===== src/rtl/lc4_dmem_arbiter.sv =====
// lc4_dmem_arbiter: shares the lc4_memory data port between the processor
// and a host requester. The processor has priority. A host that keeps losing
// under contention is granted after STARVE_LIMIT lost gwe cycles. All state
// advances on gwe edges only.
module lc4_dmem_arbiter #(
  parameter int WORD_SIZE     = 64,
  parameter int REG_ADDR_BITS = 3,
  parameter int STARVE_LIMIT  = 3,
  parameter int CNT_W         = 16
) (
  input  logic                     clk,
  input  logic                     rst_n,
  input  logic                     gwe,
  // processor side
  input  logic                     p_req,
  input  logic                     p_we,
  input  logic [REG_ADDR_BITS-1:0] p_raddr,
  input  logic [REG_ADDR_BITS-1:0] p_waddr,
  input  logic [WORD_SIZE-1:0]     p_wdata,
  output logic [WORD_SIZE-1:0]     p_rdata,
  output logic                     p_stall,
  // host side
  input  logic                     h_req,
  input  logic                     h_we,
  input  logic [REG_ADDR_BITS-1:0] h_addr,
  input  logic [WORD_SIZE-1:0]     h_wdata,
  output logic                     h_ack,
  output logic [WORD_SIZE-1:0]     h_rdata,
  output logic                     h_rvalid,
  // memory side
  output logic [REG_ADDR_BITS-1:0] mem_raddr,
  output logic [REG_ADDR_BITS-1:0] mem_waddr,
  output logic [WORD_SIZE-1:0]     mem_din,
  output logic                     mem_we,
  input  logic [WORD_SIZE-1:0]     mem_dout,
  // statistics
  output logic [CNT_W-1:0]         stat_host_grants,
  output logic [CNT_W-1:0]         stat_proc_stalls
);

  localparam int SW = (STARVE_LIMIT < 2) ? 1 : $clog2(STARVE_LIMIT + 1);
  localparam logic [SW-1:0]    STARVE_MAX = SW'(STARVE_LIMIT);
  localparam logic [CNT_W-1:0] CNT_MAX    = '1;

  logic [SW-1:0] starve_cnt;
  logic          host_sel;

  // Host wins when the processor is idle or the host has lost enough times.
  assign host_sel = h_req && (!p_req || (starve_cnt == STARVE_MAX));
  assign p_stall  = p_req && host_sel;
  assign h_ack    = host_sel && gwe;
  assign p_rdata  = mem_dout;

  // Port mux: the owner of this gwe cycle drives address, data and enable.
  always_comb begin
    mem_raddr = p_raddr;
    mem_waddr = p_waddr;
    mem_din   = p_wdata;
    mem_we    = p_req && p_we;
    if (host_sel) begin
      mem_raddr = h_addr;
      mem_waddr = h_addr;
      mem_din   = h_wdata;
      mem_we    = h_we;
    end
  end

  // Starvation counter: counts consecutive contended losses, cleared on grant
  // or when the host withdraws, so grants never come back-to-back.
  always_ff @(posedge clk or negedge rst_n) begin
    if (!rst_n) begin
      starve_cnt <= '0;
    end else if (gwe) begin
      if (host_sel || !h_req)
        starve_cnt <= '0;
      else if (p_req && (starve_cnt != STARVE_MAX))
        starve_cnt <= starve_cnt + SW'(1);
    end
  end

  // Host read capture: data sampled on the granting edge, valid pulses one clk.
  always_ff @(posedge clk or negedge rst_n) begin
    if (!rst_n) begin
      h_rdata  <= '0;
      h_rvalid <= 1'b0;
    end else begin
      h_rvalid <= h_ack && !h_we;
      if (h_ack && !h_we)
        h_rdata <= mem_dout;
    end
  end

  // Saturating statistics, advanced on gwe edges only.
  always_ff @(posedge clk or negedge rst_n) begin
    if (!rst_n) begin
      stat_host_grants <= '0;
      stat_proc_stalls <= '0;
    end else if (gwe) begin
      if (host_sel && (stat_host_grants != CNT_MAX))
        stat_host_grants <= stat_host_grants + CNT_W'(1);
      if (p_stall && (stat_proc_stalls != CNT_MAX))
        stat_proc_stalls <= stat_proc_stalls + CNT_W'(1);
    end
  end

endmodule


===== config.mk =====
export PLATFORM = sky130hd
export DESIGN_NAME = lc4_dmem_arbiter
export DESIGN_NICKNAME = d
export VERILOG_FILES = /design/src/rtl/lc4_dmem_arbiter.sv
export SDC_FILE = /design/constraint.sdc
export NUM_CORES = 1
export LEC_CHECK = 0
export ABC_AREA = 1
export CORE_AREA = 3 3 170 172
export CTS_CLUSTER_SIZE = 10
export DETAILED_ROUTE_END_ITERATION = 12
export DIE_AREA = 0 0 173 175
export PLACE_DENSITY_LB_ADDON = 0.12
export RECOVER_POWER = 50
export SLEW_MARGIN = 20
export SYNTH_ARGS = -nofsm -noshare
export SYNTH_HDL_FRONTEND = slang
export SYNTH_SLANG_ARGS = --single-unit

===== constraint.sdc =====
create_clock -name clk -period 2.24 [get_ports clk]
set_input_delay 0.448 -clock clk [delete_from_list [all_inputs] [get_ports clk]]
set_output_delay 0.448 -clock clk [all_outputs]
set_load 0.02 [all_outputs]

[After elaboration in Yosys (flattened, before gate mapping)]
Cells that the tools add are included.
Storage, ports and cells
  register bits after elaboration: 99
  output and inout bits: 234
  logic and storage cells: 35
Cells by class
  add/sub/neg operators: 3
  equality and inequality tests: 4
  muxes and demuxes: 6
  reduce and logical (&&, ||, !) cells: 17
Operators with widths (count)
  64-bit two-way mux: 1
  16-bit by 1-bit adder with 16-bit output (second input constant): 2
  16-bit != test (second input constant): 2
  1-bit logical AND: 8
  3-bit two-way mux: 2
  2-bit AND reduction: 3
  2-bit two-way mux: 2
  1-bit logical NOT: 3
  2-bit by 1-bit adder with 2-bit output (second input constant): 1
  2-bit equality test (second input constant): 1
  1-bit logical OR: 2
  2-bit != test (second input constant): 1
  2-bit nonzero test: 1
  1-bit two-way mux: 1

[Longest topological paths before layout]
Gate-level depths: netlist of the first run.
  word-level depth: 6
  mapped depth: 11

[Worst setup path after synthesis of the first run]
OpenSTA, ideal clock, no wires.
  path type: flip-flop to output port
  from: register starve_cnt[0]
  to: output port mem_din[43]
  arrival time: 1.434 ns
  data required time: 1.792 ns
  setup slack: 0.358 ns
  cell stages (with the launch flop): 8
  buffers on the path: 2
  cells stage by stage: dfrtp_1 -> ha_1 -> inv_1 -> a21oi_4 -> clkbuf_1 -> buf_2 -> nand2_1 -> nand2_1
Between the ends
  cells in the longest elaborated chain, start to end: 4
Ends and longest elaborated chain
  start: declaration: line 45  | logic [SW-1:0] starve_cnt;
  start signal: assignment: line 77  | starve_cnt <= starve_cnt + SW'(1);
  2-bit equality test: line 49  | assign host_sel = h_req && (!p_req || (starve_cnt == STARVE_MAX));
  1-bit logical OR: line 49
  1-bit logical AND: line 49
  64-bit two-way mux: line 60  | if (host_sel) begin
  end: declaration: line 33  | output logic [WORD_SIZE-1:0] mem_din,
No other way between the ends.

[Worst setup path after layout of the first run]
  from: register starve_cnt[0]
  to: output port mem_din[28]
The elaborated chain is that of the path after synthesis.

==> results of run 1 <==
[per-layer routing]
metal	share of wire [%]	vias up	GRT usage [%]
li1	-	3352	-
met5	0	-	0
met1	36	2897	16.3
met3	10	16	5.95
met4	1.4	0	4.66
met2	53	294	29.6
[worst min path at each step]
stage / from / to / slack, ps / cells past startpoint
floorplan: rst_n / h_rdata[0]$_DFFE_PN0P_ / 150 / 0
global placement: h_rdata[48]$_DFFE_PN0P_ / h_rdata[48]$_DFFE_PN0P_ / 460 / 2
detailed placement: h_rdata[4]$_DFFE_PN0P_ / h_rdata[4]$_DFFE_PN0P_ / 460 / 2
CTS: rst_n / stat_host_grants[15]$_DFFE_PN0P_ / 170 / 2
global route: h_rdata[18]$_DFFE_PN0P_ / h_rdata[18]$_DFFE_PN0P_ / 500 / 2
finish: h_rdata[42]$_DFFE_PN0P_ / h_rdata[42]$_DFFE_PN0P_ / 470 / 2
[sequential cells by signal, summed over array words and instances, names as in the netlist]
name and flops:
starve_cnt 2, stat_proc_stalls 16, stat_host_grants 16, h_rvalid 1
h_rdata 64
[logic make-up (layout without fill, tap and decap cells)]
kind of cell | after synthesis | in the layout | share of synthesized area, %
flip-flops | 99 | 99 | 42.7
adder cells (fa/ha/maj) | 3 | 3 | 0.648
buffers and inverters | 124 | 526 | 12.8
AO/OA/AOI/OAI | 8 | 8 | 0.885
XOR/XNOR | 13 | 13 | 1.96
AND/OR/NAND/NOR | 607 | 607 | 40.9
other | 0 | 2 | 0
[critical path: cells and delay by family (launching register included)]
| family | cells | cell delay [ps] |
|---|---|---|
| AO/OA/AOI/OAI | 1 | 190 |
| adder cells (fa/ha/maj) | 1 | 180 |
| buffers and inverters | 5 | 590 |
| flip-flops | 1 | 370 |
| AND/OR/NAND/NOR | 2 | 130 |
[Yosys cell counts, types with 4 or more instances]
cell | instances | area share [%]
nand2_1 | 526 | 34
dfrtp_1 | 99 | 43
buf_4 | 70 | 9.1
nor2_1 | 37 | 2.4
inv_1 | 26 | 1.7
nand3_1 | 23 | 2.0
clkbuf_1 | 13 | 0.84
buf_2 | 12 | 1.0
nand3b_1 | 8 | 1.0
nand4_1 | 8 | 0.86
xor2_1 | 8 | 1.2
xnor2_1 | 5 | 0.76
o21ai_1 | 4 | 0.35
[stage by stage]
| stage | hold WS (ps) | power, W | cells | utilization [%] |
|---|---|---|---|---|
| after global routing | 495 | 0.00703 | 1636 | 38.9 |
| after global placement | 461 | 0.00503 | 1605 | 37.4 |
| after CTS | 172 | 0.00678 | 1627 | 38.0 |
| after floorplan | 152 | 0.00351 | 854 | - |
| after detailed placement | 464 | 0.00503 | 1605 | 37.4 |
| final | 472 | 0.00663 | 1636 | 38.9 |
[what timing repair did]
action                                  4_1_cts  5_1_grt
gates resized for setup                     332       55
endpoints found under the hold margin         0        0
pin swaps                                     0       10
setup buffers                                 4        1
endpoints found under the setup margin       72       64
gates cloned                                  2        6
[layout make-up]
cell class / instances / share of cell area, %
sequential: 99 / 23.0
inverter: 29 / 1.08
antenna: 2 / 0.0465
multi-input combinational: 631 / 24.6
clock buffer: 9 / 2.09
clock inverter: 7 / 1.00
timing repair buffer: 481 / 43.8
tap: 378 / 4.40
[power by group through the flow]
stage / combinational, W / clock (W) / sequential (W)
after floorplan: 0.000814 / 0 / 0.00270
after global placement: 0.00268 / 0 / 0.00235
after detailed placement: 0.00268 / 0 / 0.00235
after CTS: 0.00263 / 0.00182 / 0.00232
after global routing: 0.00278 / 0.00190 / 0.00236
final: 0.00257 / 0.00176 / 0.00231
==> key figures, run 1 <==
Run status
  – Outcome: complete, but fails checks
  – Failing checks: negative setup slack

Setup path
  – Crit path launch type: flop
  – CP endpoint: mem_din[28]
  – Reg2reg setup slack: 170 ps
  – Max FO, Critical Path: 6
  – Setup crit end kind: output pin
  – Critical Path RT: 1790 ps
  – Worst reg2reg endpoint: h_rdata[27]$_DFFE_PN0P_
  – Crit Path Category: flop to output pin
  – Max incr delay on CP: 370 ps
  – Worst Reg-to-Reg Cells: 12
  – FF-to-FF Start: starve_cnt[0]$_DFFE_PN0P_
  – CP max stage cell: dfrtp_1
  – WP data arrival: 1800 ps
  – Most used cell along the critical path: nand2_1
  – Cell Chain, Critical Path: ha_2 -> inv_2 -> a21oi_4 -> buf_6 -> buf_8 -> clkbuf_16 -> nand2_1 -> nand2_1 -> buf_4
  – CP startpoint: starve_cnt[0]$_DFFE_PN0P_

Layout
  – Register Area: 2480 µm²
  – Share of cells above drive strength 1: 13.0%
  – Fill cells: 2919
  – Multi-input gate area: 2640 µm²
  – Total Nets Final: 1462
  – Leading cell type in the layout, fill and taps excluded: nand2_1
  – Area growth from synthesis to final layout: 85.6%
  – Commonest non-fill, non-tap cells in the layout: nand2_1 (503), clkdlybuf4s50_1 (298), dfrtp_1 (99)
  – Design Area, Final: 10800 µm²

Clock tree
  – Cts hold-fix bufs: 0
  – CTS buffer count: 9
  – Clock Path Buffers: 2
  – Clk Latency, worst-skew pair: approximately 350 ps
  – CTS tree: built
  – Clock Pin Slew Worst Setup and Hold Paths: ~70 ps
  – Sink Count: approximately 100
  – H-tree depth: 3
  – Root Driver: clkbuf_16

Pwr
  – Clk pwr share: 26.5%
  – NetSw: 0.00230 W
  – Cell Pwr Density: 617 nW/µm²
  – Worst vdd ir: around 280 µV
  – Gate power share: 38.8%
  – Switching Share: 34.6%
  – Internal Pwr Total: 0.00434 W
  – Seq pwr share: a little over a third
  – Static leakage: approximately 5.3 nW

Yosys
  – Instance count of the mapped netlist: roughly 850
  – Dominant synthesized flop cell: dfrtp_1
  – Post-Syn Nets: around 1100
  – Mean Syn Cell Area: 6.79 µm²
  – Post-synth EDFFs: 0
  – Seq/Total Area, Yosys: 42.7%
  – Flops & latches, synth: 99
  – Netlist cell types: 22
  – Post-synthesis async set-or-reset flop share: 100%
  – Synth warn: 0
  – Post-Syn Area: ~5800 µm²

Routing
  – WL final: ~26 mm
  – DR vias: 6559
  – Iter 0 DRT Violations: 324
  – TritonRoute pass-1 iters: 4
  – Avg Vias per Cell: 4.01
  – Residual DRC: 0
  – Antenna Violating Nets Remaining: 0
  – Wire length per cell: 15.7 µm

Die
  – IO Count: 442
  – Core footprint: 27600 µm²
  – Initial Utilization: 21.0%
  – Die W: roughly 170 µm
  – Rows: between 60 and 70
  – Die area: around 30000 µm²
  – Die Height: 175 µm

STA
  – Max frequency: 446 MHz
  – Final worst slack: -3.61 ps
  – Setup Skew: 10.5 ps
  – Final Hold Viols: 0
  – Slew headroom: a little over 5%
  – Final min period: 2240 ps
  – Unrepaired setup endpoints after global routing: true
  – Fin Setup TNS: -3.61 ps
  – Final setup fails: 1
  – Period utilization: 100%
  – Slew @ Worst Pin: 1420 ps
  – Final Max Tran Viols: 0

Place
  – Input/output buffers: 441
  – Gpl congestion: around 0.79
  – Pre-CTS setup slack: -548 ps
  – Dpl cell area: ~10000 µm²
  – Hpwl dp: 20.3 mm

Run
  – Max-cap violations: 0

Global routing
  – Vias in the first global route: 6399
  – Tot GR Track Use: 15.8%
  – Largest net degree at the start of global routing: 100
  – Antenna violations before repair: 2
  – Overflow after GRT: 0
  – First-pass GRT wire length: 37.4 mm

Worst hold path
  – Hold Path Class: flop to flop
Power figures use the tool's default switching activity.
==> run 2, diff against run 1 <==
Settings changed: CELL_PAD_IN_SITES_DETAIL_PLACEMENT set to 0, CELL_PAD_IN_SITES_GLOBAL_PLACEMENT set to 1, CORE_AREA 3 3 170 172 to 3 3 172 174, DIE_AREA 0 0 173 175 to 0 0 175 177.
==> key figures, run 2 (synthesized netlist as in run 1, its figures left out) <==
Routing
  – Antenna Violating Nets Remaining: 0 (unchanged)
  – Iter 0 DRT Violations: 255 (-21%)
  – WL final: 27.3 mm (+6.7%)
  – Met2 wire len: 14.7 mm (+9.1%)
  – Metal3 WL: 2.33 mm (-9.3%)
  – TritonRoute pass-1 iters: 5 (+1)
  – Residual DRC: 0 (unchanged)
  – M1 WL: 9.93 mm (+7.4%)
  – DR vias: 6601 (+0.64%)
  – Avg Vias per Cell: 4.02 (+0.27%)
  – DR top layer: met4
  – Wire length per cell: 16.6 µm (+6.3%)

Layout
  – Max reg flops: 64 (unchanged)
  – Area growth from synthesis to final layout: 93.0%
  – Total Nets Final: 1467 (+0.34%)
  – Design Area, Final: 11200 µm² (+4.0%)
  – Largest regs: h_rdata (64), stat_host_grants (16), stat_proc_stalls (16)
  – Leading cell type in the layout, fill and taps excluded: nand2_1
  – Top reg by flops: h_rdata
  – Commonest non-fill, non-tap cells in the layout: nand2_1 (455), clkdlybuf4s50_1 (289), dfrtp_1 (99)
  – Fill cells: 2924 (+0.17%)
  – Share of cells above drive strength 1: 17.0% (+4.1 points)

Setup path
  – Max incr delay on CP: 450 ps (+80 ps)
  – Crit path launch type: input port
  – Crit Path Category: input port to output pin
  – Worst reg2reg endpoint: h_rdata[21]$_DFFE_PN0P_
  – Critical Path RT: 1790 ps (about the same)
  – Cell Chain, Critical Path: clkdlybuf4s50_1 -> inv_1 -> a21oi_4 -> inv_4 -> buf_12 -> buf_8 -> nor2_4 -> nor2_2 -> buf_6
  – Reg2reg setup slack: 190 ps (+20 ps)
  – Crit path depth: 9 (unchanged)
  – CP max stage cell: clkdlybuf4s50_1
  – FF-to-FF Start: starve_cnt[1]$_DFFE_PN0P_
  – WP data arrival: 1810 ps (about the same)
  – Cell family with most CP delay: buffers and inverters
  – Setup crit end kind: output pin
  – Bufs and invs on worst path: 6 (+1)
  – Max FO, Critical Path: 7 (+1)
  – Worst Reg-to-Reg Cells: 13 (+1)

Place
  – Input/output buffers: 441 (unchanged)
  – Gpl congestion: 0.795 (+0.70%)
  – Dpl cell area: 10300 µm² (about the same)
  – Hpwl dp: 21.2 mm (+4.7%)

STA
  – Final min period: 2260 ps (+18.5 ps)
  – Final worst slack: -22.2 ps (-18.5 ps)
  – Fin Setup TNS: -66.6 ps (-63.0 ps)
  – Unrepaired setup endpoints after global routing: true
  – Max frequency: 442 MHz (-0.82%)
  – Final setup fails: 9 (+8)
  – Slew @ Worst Pin: 1280 ps (-144 ps)
  – Slew headroom: 14.7% (+9.6 points)
  – Final Max Tran Viols: 0 (unchanged)
  – Worst hold slack: 471 ps (-1.01 ps)
  – Final Hold Viols: 0 (unchanged)
  – Setup Skew: 10.6 ps (+0.0609 ps)
  – Period utilization: 101% (+0.83 points)

Pwr
  – Static leakage: 5.42 nW (+2.7%)
  – NetSw: 0.00230 W (+0.29%)
  – Tot Pwr: 0.00662 W (-0.21%)
  – Switching Share: 34.8% (+0.17 points)
  – Clk pwr share: 24.2% (-2.3 points)
  – Seq pwr share: 34.8% (about the same)
  – Internal Pwr Total: 0.00432 W (-0.47%)
  – Worst vdd ir: 262 µV (-7.1%)
  – Cell Pwr Density: 592 nW/µm² (-4.1%)
  – Gate power share: 41.0% (+2.2 points)

Clock tree
  – Clk Latency, worst-skew pair: 350 ps (about the same)
  – Root Driver: clkbuf_16
  – H-tree depth: 3 (unchanged)
  – CTS tree: built
  – CTS buffer count: 9 (unchanged)
  – Clock Pin Slew Worst Setup and Hold Paths: 70 ps (about the same)
  – Clock Path Buffers: 2 (unchanged)
  – Sink Count: 99 (unchanged)

Global routing
  – Overflow after GRT: 0 (unchanged)
  – Antenna violations before repair: 3 (+1)
  – Tot GR Track Use: 16.1% (+0.38 points)
  – Largest net degree at the start of global routing: 46 (-54%)
  – Vias in the first global route: 6382 (-0.27%)
  – First-pass GRT wire length: 38.4 mm (+2.6%)

Worst hold path
  – Min-delay src: h_rdata[24]$_DFFE_PN0P_
  – Hold path cells: 2 (unchanged)
  – Hold Path Class: flop to flop
  – WHS Endpoint: h_rdata[24]$_DFFE_PN0P_

Die
  – IO Count: 442 (unchanged)
  – Core footprint: 27900 µm² (+1.1%)
  – Die W: 175 µm (+1.2%)
  – Die area: 31000 µm² (+2.3%)
  – Rows: 61 (unchanged)
  – Die Height: 177 µm (+1.1%)
  – Initial Utilization: 20.8% (-0.23 points)

Run status
  – Outcome: complete, but fails checks
  – Failing checks: negative setup slack

Run
  – Max-cap violations: 0 (unchanged)
==> run 2: cell count changes in the layout (fill, tap and decap cells not counted), moves of 3 or more <==
cell / delta
nand2_4: +8
nand2_2: +40
inv_8: -3
clkdlybuf4s50_1: -9
buf_6: +44
buf_16: -3
nand2_1: -48
dlygate4sd3_1: +11
buf_2: -38
==> run 2: cell type report <==
type                            instances  area [µm²]  share of cell area [%]
Multi-Input combinational cell        631        2800                    25.1
Tap cell                              378         473                    4.23
Clock inverter                          5        60.1                   0.537
Timing Repair Buffer                  486        5010                    44.8
Sequential cell                        99        2480                    22.1
Inverter                               29         111                   0.995
Clock buffer                           11         243                    2.17
Antenna cell                            3        7.51                  0.0671
==> run 2: stage by stage <==
| stage | setup WS (ps) | std cells | utilization, % |
|---|---|---|---|
| 3_3_place_gp | -534 | 1602 | 36.9 |
| 3_5_place_dp | -540 | 1602 | 36.9 |
| 2_1_floorplan | 358 | 854 | - |
| 6_report | -22.2 | 1642 | 40.1 |
| 4_1_cts | -80.5 | 1623 | 37.3 |
| 5_1_grt | -101 | 1642 | 40.1 |
==> run 2: worst reg2reg max path, cell delays in order, from the launching register on <==
cell and delay (ps):
dfrtp_1 360, ha_2 190, inv_2 50, a21oi_4 220
inv_4 80, buf_12 150, buf_8 120, nor2_4 120
buf_4 130, nand2_2 80, inv_2 130, buf_12 200
nand2_1 120, nand2_1 70
==> run 2: power by group through the flow <==
| stage | Clock, W | Sequential (W) | Combinational [W] |
|---|---|---|---|
| 2_1_floorplan | 0 | 0.00270 | 0.000814 |
| 3_3_place_gp | 0 | 0.00235 | 0.00271 |
| 3_5_place_dp | 0 | 0.00235 | 0.00270 |
| 4_1_cts | 0.00168 | 0.00232 | 0.00265 |
| 5_1_grt | 0.00174 | 0.00236 | 0.00292 |
| 6_report | 0.00160 | 0.00230 | 0.00271 |
==> run 2: timing repair <==
item | in CTS | in global routing
hold buffers | 1 | 0
buffers inserted | 3 | 10
resized for setup | 306 | 204
hold endpoints to repair | 21 | 0
setup endpoints to repair | 90 | 67
cloned | 1 | 8
pin swaps | 1 | 31
==> run 2: how the worst max path moves through the flow <==
stage	from	endpoint	slack (ps)
after floorplan	starve_cnt[0]$_DFFE_PN0P_	mem_din[43]	360
after global placement	p_req	mem_raddr[2]	-530
after detailed placement	p_req	mem_raddr[2]	-540
after CTS	starve_cnt[1]$_DFFE_PN0P_	mem_we	-80
after global routing	starve_cnt[1]$_DFFE_PN0P_	mem_we	-100
final	h_req	mem_we	-20
==> run 2: routing by layer <==
layer / up-vias / GRT usage [%]
met2: 279 / 30.3
met4: 0 / 4.26
li1: 3352 / -
met5: - / 0
met1: 2950 / 17.5
met3: 20 / 5.15
==> run 3, diff against run 2 <==
Clock period 2.24 ns to 2.2 ns, I/O delays scaled along.
==> key figures, run 3 (synthesized netlist as in run 1, its figures left out) <==
Die
  – Die area: 31000 µm² (unchanged)
  – Die W: 175 µm (unchanged)
  – Rows: 61 (unchanged)
  – IO Count: 442 (unchanged)
  – Core footprint: 27900 µm² (unchanged)
  – Initial Utilization: 20.8% (unchanged)
  – Die Height: 177 µm (unchanged)

Place
  – Input/output buffers: 441 (unchanged)
  – Hpwl dp: 21.1 mm (-0.54%)
  – Gpl congestion: 0.761 (-4.4%)
  – Dpl cell area: 10400 µm² (+0.82%)
  – Pre-CTS setup slack: -545 ps (-4.61 ps)

Layout
  – Area growth from synthesis to final layout: 83.2%
  – Design Area, Final: 10600 µm² (-5.1%)
  – Multi-input gate area: 2600 µm² (-7.4%)
  – Fill cells: 3011 (+3.0%)
  – Register Area: 2480 µm² (unchanged)
  – Total Nets Final: 1462 (-0.34%)
  – Largest regs: h_rdata (64), stat_host_grants (16), stat_proc_stalls (16)
  – Leading cell type in the layout, fill and taps excluded: nand2_1
  – Commonest non-fill, non-tap cells in the layout: nand2_1 (525), clkdlybuf4s50_1 (307), dfrtp_1 (99)
  – Share of cells above drive strength 1: 11.2% (-5.8 points)
  – Max reg flops: 64 (unchanged)
  – Top reg by flops: h_rdata

Routing
  – WL final: 26.2 mm (-4.3%)
  – Wire length per cell: 16.0 µm (-4.0%)
  – Residual DRC: 0 (unchanged)
  – TritonRoute pass-1 iters: 4 (-1)
  – DR vias: 6460 (-2.1%)
  – Iter 0 DRT Violations: 295 (+16%)
  – Avg Vias per Cell: 3.95 (-1.8%)
  – Antenna Violating Nets Remaining: 0 (unchanged)

Pwr
  – Cell Pwr Density: 621 nW/µm² (+4.9%)
  – Worst vdd ir: 300 µV (+14%)
  – Tot Pwr: 0.00659 W (-0.42%)
  – Internal Pwr Total: 0.00430 W (-0.30%)
  – Seq pwr share: 35.4% (+0.6 points)
  – Switching Share: 34.7% (-0.079 points)
  – Static leakage: 5.24 nW (-3.3%)
  – Gate power share: 39.8% (-1.2 points)
  – Clk pwr share: 24.8% (+0.6 points)
  – NetSw: 0.00229 W (-0.64%)

STA
  – Final worst slack: -106 ps (-84.2 ps)
  – Setup Skew: 8.91 ps (-1.68 ps)
  – Final min period: 2310 ps
  – Slew @ Worst Pin: 919 ps (-360 ps)
  – Final Hold Viols: 0 (unchanged)
  – Slew headroom: 38.7% (+24 points)
  – Fin Setup TNS: -2050 ps (-1980 ps)
  – Final setup fails: 39 (+30)
  – Unrepaired setup endpoints after global routing: true
  – Final Max Tran Viols: 0 (unchanged)
  – Period utilization: 105%
  – Max frequency: 434 MHz

Clock tree
  – Sink Count: 99 (unchanged)
  – Clock Pin Slew Worst Setup and Hold Paths: 70 ps (about the same)
  – CTS buffer count: 9 (unchanged)
  – Clk Latency, worst-skew pair: 350 ps (about the same)
  – H-tree depth: 3 (unchanged)
  – Clock Path Buffers: 2 (unchanged)
  – Root Driver: clkbuf_16
  – CTS tree: built
  – Cts hold-fix bufs: 0 (-1)

Setup path
  – Max FO, Critical Path: 5 (-2)
  – CP max stage cell: clkdlybuf4s50_1
  – Worst Reg-to-Reg Cells: 13 (unchanged)
  – WP data arrival: 1870 ps (+60 ps)
  – FF-to-FF Start: starve_cnt[0]$_DFFE_PN0P_
  – CP startpoint: h_req
  – Crit path launch type: input port
  – Setup crit end kind: output pin
  – Critical Path RT: 1760 ps (-30 ps)
  – Cell Chain, Critical Path: clkdlybuf4s50_1 -> inv_2 -> a21oi_4 -> inv_4 -> buf_12 -> buf_6 -> nor2_4 -> nor2_4 -> buf_6
  – Max incr delay on CP: 470 ps (+20 ps)
  – Crit Path Category: input port to output pin

Global routing
  – GR peak layer: met2
  – Overflow after GRT: 0 (unchanged)
  – Antenna violations before repair: 3 (unchanged)
  – Met1 usage: 18.4% (+0.90 points)
  – Met2 usage: 30.6% (+0.34 points)
  – Met3 usage: 4.89% (-0.26 points)
  – Largest net degree at the start of global routing: 57 (+24%)
  – Vias in the first global route: 6616 (+3.7%)
  – Tot GR Track Use: 16.5% (+0.38 points)
  – First-pass GRT wire length: 39.6 mm (+3.2%)

Worst hold path
  – Hold Path Class: input port to asynchronous set/reset pin

Run status
  – Outcome: complete, but fails checks
  – Failing checks: negative setup slack

Run
  – Max-cap violations: 0 (unchanged)
==> run 3: final cells by class <==
type,instances,area share (%)
timing repair buffer,481,43.8
multi-input combinational,631,24.4
sequential,99,23.3
tap,378,4.45
clock buffer,11,2.29
inverter,29,1.10
clock inverter,5,0.565
antenna,3,0.0707
==> run 3: power by group through the flow <==
| stage | clock (W) | combinational [W] | sequential, W |
|---|---|---|---|
| floorplan | 0 | 0.000829 | 0.00275 |
| global placement | 0 | 0.00280 | 0.00237 |
| CTS | 0.00172 | 0.00276 | 0.00235 |
| global route | 0.00177 | 0.00285 | 0.00239 |
| detailed placement | 0 | 0.00279 | 0.00238 |
| finish | 0.00163 | 0.00263 | 0.00233 |
==> run 3: worst paths after layout <==
check	to	slack (ps)
max in group asynchronous	h_rdata[48]$_DFFE_PN0P_	550
min in group clk	h_rdata[63]$_DFFE_PN0P_	470
setup / recovery	mem_we	-110
hold / removal	stat_host_grants[0]$_DFFE_PN0P_	210
setup reg to reg	h_rdata[45]$_DFFE_PN0P_	50
hold reg to reg	h_rdata[63]$_DFFE_PN0P_	470
==> run 3: metrics by stage <==
stage               cells  hold slack [ps]  utilization [%]
floorplan             854              144                -
global placement     1610              442             37.2
detailed placement   1610              443             37.2
CTS                  1634             60.1             38.0
global route         1637              282             38.0
finish               1637              212             38.0
==> run 3: repair_timing <==
item	CTS	global route
cloned	4	1
resized for setup	295	11
setup endpoints to repair	71	137
pin swaps	4	2
setup buffers	5	0
==> run 3: routing by layer <==
| metal | vias up | part of all wire, % |
|---|---|---|
| met3 | 15 | 8.0 |
| li1 | 3336 | - |
| met1 | 2851 | 37 |
| met2 | 258 | 54 |
| met4 | 0 | 1.2 |
| met5 | - | 0 |
==> run 3: worst max-delay path: cells and delay by family <==
kind | cells | cell delay [ps]
buffers and inverters | 6 | 1030
AOI/OAI and AO/OA | 1 | 210
and+or+nand+nor | 2 | 170
